## src/rtl/fetch_pc_gen_pkg.sv

```systemverilog
// rtl/fetch_pc_gen_pkg.sv - shared fetch pipeline types and reset default
package fetch_pc_gen_pkg;

    localparam logic [31:0] RESET_PC_DEFAULT = 32'h1c000000;

    typedef struct packed {
        logic        taken;
        logic        slot;
        logic [31:0] target;
    } bpu_predict_t;

    // pc is the fetch-group address of the branch; slot selects the word inside the group
    typedef struct packed {
        logic        valid;
        logic [31:0] pc;
        logic        slot;
        logic        taken;
        logic [31:0] target;
    } bpu_correct_t;

endpackage

```

## src/rtl/fetch_btb.sv

```systemverilog
// rtl/fetch_btb.sv - direct-mapped branch target buffer, combinational reads, one sync write
module fetch_btb
    import fetch_pc_gen_pkg::*;
#(
    parameter int DEPTH = 8,
    parameter int IDX_W = $clog2(DEPTH),
    parameter int TAG_W = 29 - IDX_W
) (
    input  logic             clk,
    input  logic             rst_n,
    input  logic [IDX_W-1:0] rd_idx_i,
    output logic             rd_valid_o,
    output logic [TAG_W-1:0] rd_tag_o,
    output logic [29:0]      rd_target_o,
    output logic             rd_slot_o,
    input  logic [IDX_W-1:0] chk_idx_i,
    output logic             chk_valid_o,
    output logic [TAG_W-1:0] chk_tag_o,
    output logic [29:0]      chk_target_o,
    input  logic             wr_en_i,
    input  logic [IDX_W-1:0] wr_idx_i,
    input  logic             wr_valid_i,
    input  logic [TAG_W-1:0] wr_tag_i,
    input  logic [29:0]      wr_target_i,
    input  logic             wr_slot_i
);

    logic [DEPTH-1:0] valid_q;
    logic [TAG_W-1:0] tag_q    [DEPTH];
    logic [29:0]      target_q [DEPTH];
    logic             slot_q   [DEPTH];

    // Only the valid bits need reset; payload is ignored while invalid
    always_ff @(posedge clk or negedge rst_n) begin
        if (!rst_n) begin
            valid_q <= '0;
        end else if (wr_en_i) begin
            valid_q[wr_idx_i] <= wr_valid_i;
        end
    end

    always_ff @(posedge clk) begin
        if (wr_en_i) begin
            tag_q[wr_idx_i]    <= wr_tag_i;
            target_q[wr_idx_i] <= wr_target_i;
            slot_q[wr_idx_i]   <= wr_slot_i;
        end
    end

    assign rd_valid_o   = valid_q[rd_idx_i];
    assign rd_tag_o     = tag_q[rd_idx_i];
    assign rd_target_o  = target_q[rd_idx_i];
    assign rd_slot_o    = slot_q[rd_idx_i];

    assign chk_valid_o  = valid_q[chk_idx_i];
    assign chk_tag_o    = tag_q[chk_idx_i];
    assign chk_target_o = target_q[chk_idx_i];

endmodule

```

## src/rtl/fetch_pc_gen.sv

```systemverilog
// rtl/fetch_pc_gen.sv - fetch pc generator with optional BTB (macro FETCH_PC_GEN_BTB_EN)
module fetch_pc_gen
    import fetch_pc_gen_pkg::*;
#(
    parameter logic [31:0] RESET_PC  = RESET_PC_DEFAULT,
    parameter int          BTB_DEPTH = 8
) (
    input  logic             clk,
    input  logic             rst_n,
    input  logic             rst_jmp_i,
    input  logic [31:0]      rst_target_i,
    input  logic             f_stall_i,
    output logic [1:0][31:0] pc_o,
    output logic [1:0]       valid_o,
    output bpu_predict_t     predict_o,
    input  bpu_correct_t     correct_i
);

    logic [31:0] pc_q, pc_d;
    logic        run_q;
    logic [31:0] seq_pc;
    logic        pred_taken;
    logic        pred_slot;
    logic [31:0] pred_target;

    assign seq_pc = {pc_q[31:3] + 29'd1, 3'b000};

`ifdef FETCH_PC_GEN_BTB_EN
    localparam int IDX_W = $clog2(BTB_DEPTH);
    localparam int TAG_W = 29 - IDX_W;

    logic [IDX_W-1:0] lk_idx, up_idx;
    logic [TAG_W-1:0] lk_tag, up_tag;
    logic             lk_valid, up_valid;
    logic [29:0]      lk_target, up_target;
    logic             lk_slot;
    logic             lk_hit;
    logic             up_tag_hit;
    logic             up_we, up_wvalid;

    assign lk_idx = pc_q[3+IDX_W-1:3];
    assign up_idx = correct_i.pc[3+IDX_W-1:3];

    fetch_btb #(
        .DEPTH (BTB_DEPTH),
        .IDX_W (IDX_W),
        .TAG_W (TAG_W)
    ) u_btb (
        .clk          (clk),
        .rst_n        (rst_n),
        .rd_idx_i     (lk_idx),
        .rd_valid_o   (lk_valid),
        .rd_tag_o     (lk_tag),
        .rd_target_o  (lk_target),
        .rd_slot_o    (lk_slot),
        .chk_idx_i    (up_idx),
        .chk_valid_o  (up_valid),
        .chk_tag_o    (up_tag),
        .chk_target_o (up_target),
        .wr_en_i      (up_we),
        .wr_idx_i     (up_idx),
        .wr_valid_i   (up_wvalid),
        .wr_tag_i     (correct_i.pc[31:3+IDX_W]),
        .wr_target_i  (correct_i.target[31:2]),
        .wr_slot_i    (correct_i.slot)
    );

    // An entry for slot 0 cannot apply when fetch enters the group at slot 1
    assign lk_hit      = lk_valid && (lk_tag == pc_q[31:3+IDX_W]) && (lk_slot >= pc_q[2]);
    assign pred_taken  = lk_hit;
    assign pred_slot   = lk_hit ? lk_slot : 1'b0;
    assign pred_target = lk_hit ? {lk_target, 2'b00} : seq_pc;

    assign up_tag_hit = up_valid && (up_tag == correct_i.pc[31:3+IDX_W]);

    always_comb begin
        up_we     = 1'b0;
        up_wvalid = 1'b0;
        if (correct_i.valid) begin
            if (correct_i.taken && (!up_tag_hit || (up_target != correct_i.target[31:2]))) begin
                up_we     = 1'b1;
                up_wvalid = 1'b1;
            end else if (!correct_i.taken && up_tag_hit) begin
                up_we     = 1'b1;
                up_wvalid = 1'b0;
            end
        end
    end

    logic unused_correct_bits;
    assign unused_correct_bits = ^{correct_i.pc[2:0], correct_i.target[1:0]};
`else
    assign pred_taken  = 1'b0;
    assign pred_slot   = 1'b0;
    assign pred_target = seq_pc;

    logic unused_correct_bits;
    assign unused_correct_bits = ^{correct_i};
`endif

    logic unused_target_bits;
    assign unused_target_bits = ^{rst_target_i[1:0]};

    // Redirect beats stall; before the first post-reset edge the pc is held like a stall
    always_comb begin
        pc_d = pc_q;
        if (rst_jmp_i) begin
            pc_d = {rst_target_i[31:2], 2'b00};
        end else if (f_stall_i || !run_q) begin
            pc_d = pc_q;
        end else if (pred_taken) begin
            pc_d = pred_target;
        end else begin
            pc_d = seq_pc;
        end
    end

    always_ff @(posedge clk or negedge rst_n) begin
        if (!rst_n) begin
            pc_q  <= RESET_PC;
            run_q <= 1'b0;
        end else begin
            pc_q  <= pc_d;
            run_q <= 1'b1;
        end
    end

    assign pc_o[0]          = pc_q;
    assign pc_o[1]          = {pc_q[31:3], 3'b100};
    assign valid_o[0]       = run_q & ~pc_q[2];
    assign valid_o[1]       = run_q & ~(pred_taken & ~pred_slot);
    assign predict_o.taken  = pred_taken;
    assign predict_o.slot   = pred_slot;
    assign predict_o.target = pred_target;

endmodule

```

## config.mk

```make
export PLATFORM = sky130hd
export DESIGN_NAME = fetch_pc_gen
export DESIGN_NICKNAME = d
export VERILOG_FILES = /design/src/rtl/fetch_pc_gen_pkg.sv /design/src/rtl/fetch_btb.sv /design/src/rtl/fetch_pc_gen.sv
export SDC_FILE = /design/constraint.sdc
export NUM_CORES = 1
export LEC_CHECK = 0
export BUFFER_PORTS_ARGS = -buffer_cell sky130_fd_sc_hd__buf_2
export CAP_MARGIN = 25
export CELL_PAD_IN_SITES_DETAIL_PLACEMENT = 1
export CELL_PAD_IN_SITES_GLOBAL_PLACEMENT = 1
export CORE_UTILIZATION = 24
export CTS_CLUSTER_SIZE = 24
export DETAILED_ROUTE_END_ITERATION = 7
export GPL_TIMING_DRIVEN = 0
export HOLD_SLACK_MARGIN = 0.08
export PLACE_DENSITY_LB_ADDON = 0.25
export SYNTH_ARGS = -nofsm -noshare
export SYNTH_HDL_FRONTEND = slang
export SYNTH_SLANG_ARGS = --single-unit
```

## constraint.sdc

```tcl
create_clock -name clk -period 1.8 [get_ports clk]
set_clock_uncertainty 0.2 [all_clocks]
set_input_delay 0.18 -clock clk [delete_from_list [all_inputs] [get_ports clk]]
set_output_delay 0.18 -clock clk [all_outputs]
set_load 0.005 [all_outputs]
```

---- Word level (Yosys, flattened, before mapping) ----
Cells that the tools add are included.
word-level totals
  input bits .............................. 103
  flip-flop bits (word level) ............. 33
  logic and storage cells ................. 10
operators by class
  bitwise logic cells ..................... 2
  equal/unequal tests ..................... 1
  muxes and demuxes ....................... 2
  add/subtract/negate cells ............... 1
  reductions and logical operators ........ 2
operators with widths
  operator                                        count
  two-way mux 32 bit                              2
  adder 29 x 1 -> 29 bit (second input constant)  1
  inequality test 2 bit (second input constant)   1
  bitwise AND 1 bit                               1
  zero test 1 bit                                 1
  logical OR 1 bit                                1
  NOT 1 bit                                       1

---- Depth between registers and ports, before layout ----
  depth after elaboration ................. 4
  mapped depth ............................ 6

---- Worst setup path after synthesis ----
No wires, ideal clock.
  kind .................................... reg2reg
  start point ............................. reg pc_q[3]
  end point ............................... reg pc_q[29]
  setup slack ............................. -0.216 ns
  arrival time ............................ 1.691 ns
  required time ........................... 1.475 ns
  buffers on the path ..................... 0
  setup time .............................. 0.125 ns
  cell stages (with the launch flop) ...... 7
  period minus slack after synthesis ...... 2.016 ns
  cells stage by stage .................... dfrtp_1 ha_1 nand2_1 nor4_4 nand4_1 xnor2_1 mux2_2
between the ends
  word-level cells in the longest chain between the ends .. 3
ends and longest elaborated chain
  what                      line                 text
  start: declaration        fetch_pc_gen.sv:19   logic [31:0] pc_q, pc_d;
  start signal: assignment  fetch_pc_gen.sv:123  pc_q <= pc_d;
  adder 29 x 1 -> 29 bit    fetch_pc_gen.sv:26   assign seq_pc = {pc_q[31:3] + 29'd1, 3'b000};
  two-way mux 32 bit        fetch_pc_gen.sv:109  end else if (f_stall_i || !run_q) begin
  two-way mux 32 bit        fetch_pc_gen.sv:107  if (rst_jmp_i) begin
No other way between the ends. The select of a mux whose other input is x is not followed.
A chain may end at the register's enable or synchronous reset.

==> run_summary.xml <==
<?xml version="1.0" encoding="UTF-8"?>
<metrics>
  <group name="clock_tree">
    <metric name="clock_insertion_delay_worst_skew" unit="ns">0.29</metric>
    <metric name="clock-sinks" unit="">31</metric>
    <metric name="cell_chosen_for_the_clock_root" unit="">clkbuf_8</metric>
    <metric name="clock_tree_from_tritoncts" unit="">done</metric>
    <metric name="cts_htree_levels" unit="">2</metric>
    <metric name="numCtsBuffers" unit="">5</metric>
    <metric name="clockBufferDepth" unit="">2</metric>
    <metric name="clkTransAtPathRegs" unit="ns">0.07</metric>
  </group>
  <group name="critical_path">
    <metric name="cp_max_fo" unit="">4</metric>
    <metric name="crit_path_start_kind" unit="">flip-flop</metric>
    <metric name="worst_setup_path_end_kind" unit="">output pin</metric>
    <metric name="crit-reg2reg-capture" unit="">pc_q[27]</metric>
    <metric name="r2r_setup_slack" unit="ns">-0.26</metric>
    <metric name="cp.required" unit="ns">1.42</metric>
    <metric name="worst-r2r-cell-count" unit="">7</metric>
    <metric name="worst_ep_arrival_time" unit="ns">1.90</metric>
    <metric name="crit_path_start" unit="">pc_q[4]</metric>
    <metric name="crit_end" unit="">predict_o[28]</metric>
    <metric name="worstReg2RegStart" unit="">pc_q[21]</metric>
    <metric name="path_class" unit="">reg -&gt; out</metric>
  </group>
  <group name="power">
    <metric name="power_density" unit="nW/um^2">517.1</metric>
    <metric name="vdd_ir_max" unit="mV">0.2547</metric>
    <metric name="power.leakage" unit="uW">0.002420</metric>
    <metric name="design_power_total" unit="uW">2509</metric>
  </group>
  <group name="global_route">
    <metric name="globalRouteTotalUtil" unit="">0.1734</metric>
    <metric name="via_count_of_the_first_global_routing_pass" unit="">2921</metric>
    <metric name="grt_start_max_net_pins" unit="">32</metric>
    <metric name="grt_first_pass_wirelength" unit="mm">15.01</metric>
    <metric name="grt_antenna_before_repair" unit="">0</metric>
    <metric name="globalRouteOverflowTotal" unit="">0</metric>
  </group>
  <group name="logic_synthesis">
    <metric name="synth_flop_cell" unit="">dfrtp_1</metric>
    <metric name="synth-warning-count" unit="">0</metric>
    <metric name="postSynthRegisterBits" unit="">31</metric>
    <metric name="async_flop_share" unit="">1.000</metric>
    <metric name="synth-edff-count" unit="">0</metric>
    <metric name="ys_types" unit="">41</metric>
    <metric name="syn_area" unit="um^2">2582</metric>
    <metric name="synth_seq_area_share" unit="">0.3018</metric>
    <metric name="avgSynthCellArea" unit="um^2">8.608</metric>
    <metric name="postSynthCellCount" unit="">300</metric>
  </group>
  <group name="sta">
    <metric name="fin_worst_hold_slack" unit="ns">0.1026</metric>
    <metric name="fmaxAchievable" unit="GHz">0.4377</metric>
    <metric name="finalHoldViolCount" unit="">0</metric>
    <metric name="fin_ws" unit="ns">-0.4847</metric>
    <metric name="slew_headroom" unit="">0.4663</metric>
    <metric name="max_slew.worst_pin.slew" unit="ns">0.8006</metric>
    <metric name="setup_violations" unit="">45</metric>
    <metric name="rsz0062_at_grt" unit="">true</metric>
    <metric name="finalCritPeriodShare" unit="">1.269</metric>
    <metric name="finalCriticalPeriod" unit="ns">2.285</metric>
    <metric name="slew_viols_final" unit="">0</metric>
    <metric name="summed_negative_setup_slack_over_all_endpoints" unit="ns">-11.08</metric>
  </group>
  <group name="placement">
    <metric name="placedCellCount" unit="">567</metric>
    <metric name="preCtsSetupSlack" unit="ns">-0.4790</metric>
    <metric name="gp_congestion" unit="">0.7405</metric>
    <metric name="io_buffer_count" unit="">122</metric>
    <metric name="place.detailed.hpwl" unit="mm">6.451</metric>
  </group>
  <group name="cells_and_area">
    <metric name="diodes" unit="">0</metric>
    <metric name="area_growth" unit="%">87.89</metric>
    <metric name="post_layout_nonfiller_instances" unit="">677</metric>
    <metric name="final_layout_size_suffix_gt1_frac" unit="">0.6229</metric>
    <metric name="final_net_count" unit="">644</metric>
  </group>
  <group name="die">
    <metric name="horizontal_die_dimension" unit="um">105.7</metric>
    <metric name="pin_count" unit="">203</metric>
    <metric name="core" unit="um^2">10370</metric>
    <metric name="die_area" unit="um^2">11180</metric>
    <metric name="die_height" unit="um">105.7</metric>
    <metric name="placementRows" unit="">37</metric>
    <metric name="initial_core_util" unit="">0.2490</metric>
  </group>
  <group name="drt">
    <metric name="dr.first_iter.drc_count" unit="">57</metric>
    <metric name="drt.antenna.violating_nets" unit="">0</metric>
    <metric name="wire_per_inst" unit="um">14.94</metric>
    <metric name="via_count" unit="">2937</metric>
    <metric name="drtPass1Iterations" unit="">4</metric>
    <metric name="post_route_drc" unit="">0</metric>
    <metric name="drt-total-wl" unit="mm">10.11</metric>
    <metric name="vias_per_cell" unit="">4.338</metric>
  </group>
  <group name="min_path">
    <metric name="worstHoldPathType" unit="">in -&gt; reg</metric>
    <metric name="timing.hold.worst.start" unit="">rst_jmp_i</metric>
  </group>
  <group name="run">
    <metric name="timing.max_cap.violations" unit="">0</metric>
  </group>
  <group name="outcome">
    <metric name="run_status" unit="">finished, violations left</metric>
    <metric name="failed_checks" unit="">negative setup slack</metric>
  </group>
</metrics>
==> flip-flops by register name, indices dropped and copies added (netlist names) <==
register,cells
pc_q,30
run_q,1
==> cell families after synthesis <==
logic type      Yosys count  share of synthesized area
compound gates           28                    0.05572
simple gates            123                     0.2752
mux                       3                    0.01260
buf+inv                  57                     0.1487
flops                    31                     0.3018
xor+xnor                 55                     0.1982
other cells               2                   0.002908
fa+ha+maj                 1                   0.004844
==> critical path: stages, from the launching register on <==
cell     delay (ns)
dfrtp_2        0.40
buf_4          0.13
buf_6          0.09
nand3_4        0.12
nor4_4         0.27
and2_4         0.27
nand2_2        0.08
xnor2_2        0.14
buf_2          0.12
==> area by class of cell <==
cell class                 count  area [um^2]
tap                          136        170.2
clock buffer                   8        100.1
buffer                        55        412.9
multi-input combinational    221         1812
timing repair buffer         224         1553
fill                        1254         5518
inverter                       2        7.507
sequential                    31        797.0
==> placed cells by master (no fill, tap or decap), types with 6 or more instances in the layout <==
master,n
xor2_1,25
nand3_1,6
conb_1,11
buf_4,88
dfrtp_2,14
nor4_4,8
buf_6,28
nand4_1,11
buf_2,122
nor2_4,7
clkbuf_8,8
nand2_1,37
o21ai_1,17
o21ai_0,10
dfrtp_1,14
dlygate4sd3_1,31
clkbuf_1,7
xnor2_2,10
xnor2_1,19
nand2_2,9
==> Yosys cell counts, types with 3 or more instances <==
master | count | area share
nor2_1 | 15 | 0.022
xor2_1 | 26 | 0.088
nand3_1 | 13 | 0.025
o21ai_0 | 23 | 0.045
buf_2 | 3 | 0.0058
dfrtp_1 | 28 | 0.27
nand4_1 | 11 | 0.027
clkbuf_1 | 7 | 0.010
nand2_1 | 47 | 0.068
nor4_1 | 3 | 0.0073
nand2_2 | 4 | 0.0097
nor4_4 | 3 | 0.025
xnor2_2 | 4 | 0.025
buf_4 | 42 | 0.12
xnor2_1 | 25 | 0.085
nor3_1 | 5 | 0.0097
dfstp_2 | 3 | 0.031
and2_1 | 3 | 0.0073
and3_1 | 3 | 0.0073
o21ai_1 | 4 | 0.0078
==> worst min-delay path by stage <==
stage               end  slack [ns]  cells past startpoint
6_report       pc_q[26]        0.10                      3
5_1_grt        pc_q[26]        0.16                      3
2_1_floorplan  pc_q[10]       -0.32                      0
4_1_cts        pc_q[26]        0.14                      3
3_3_place_gp   pc_q[20]        0.09                      1
3_5_place_dp   pc_q[20]        0.12                      1
==> timing repair <==
item,CTS,global route
hold buffers,31,0
setup buffers,55,24
pin swaps,42,42
hold endpoints to repair,58,0
resized for setup,84,43
setup endpoints to repair,52,52
==> metrics by stage <==
step,area [um^2],util
6_report,4852,0.4679
3_3_place_gp,3441,0.3318
5_1_grt,4852,0.4679
4_1_cts,4567,0.4404
2_1_floorplan,2660,-
3_5_place_dp,3441,0.3318
==> per-layer routing <==
layer / global-route usage / up-vias / wire, um
met4: 0.03175 / 0 / 89
met1: 0.2079 / 1410 / 4318
met5: 0 / - / 0
met2: 0.3193 / 96 / 5213
met3: 0.03463 / 7 / 491
li1: - / 1424 / -
==> power by group <==
part	total [uW]	leakage, uW	switching, uW	internal [uW]
Clock	634	0.0000515	284	349
Sequential	875	0.000356	103	771
Combinational	1000	0.00201	435	565
(Power assumes the default switching activity.)
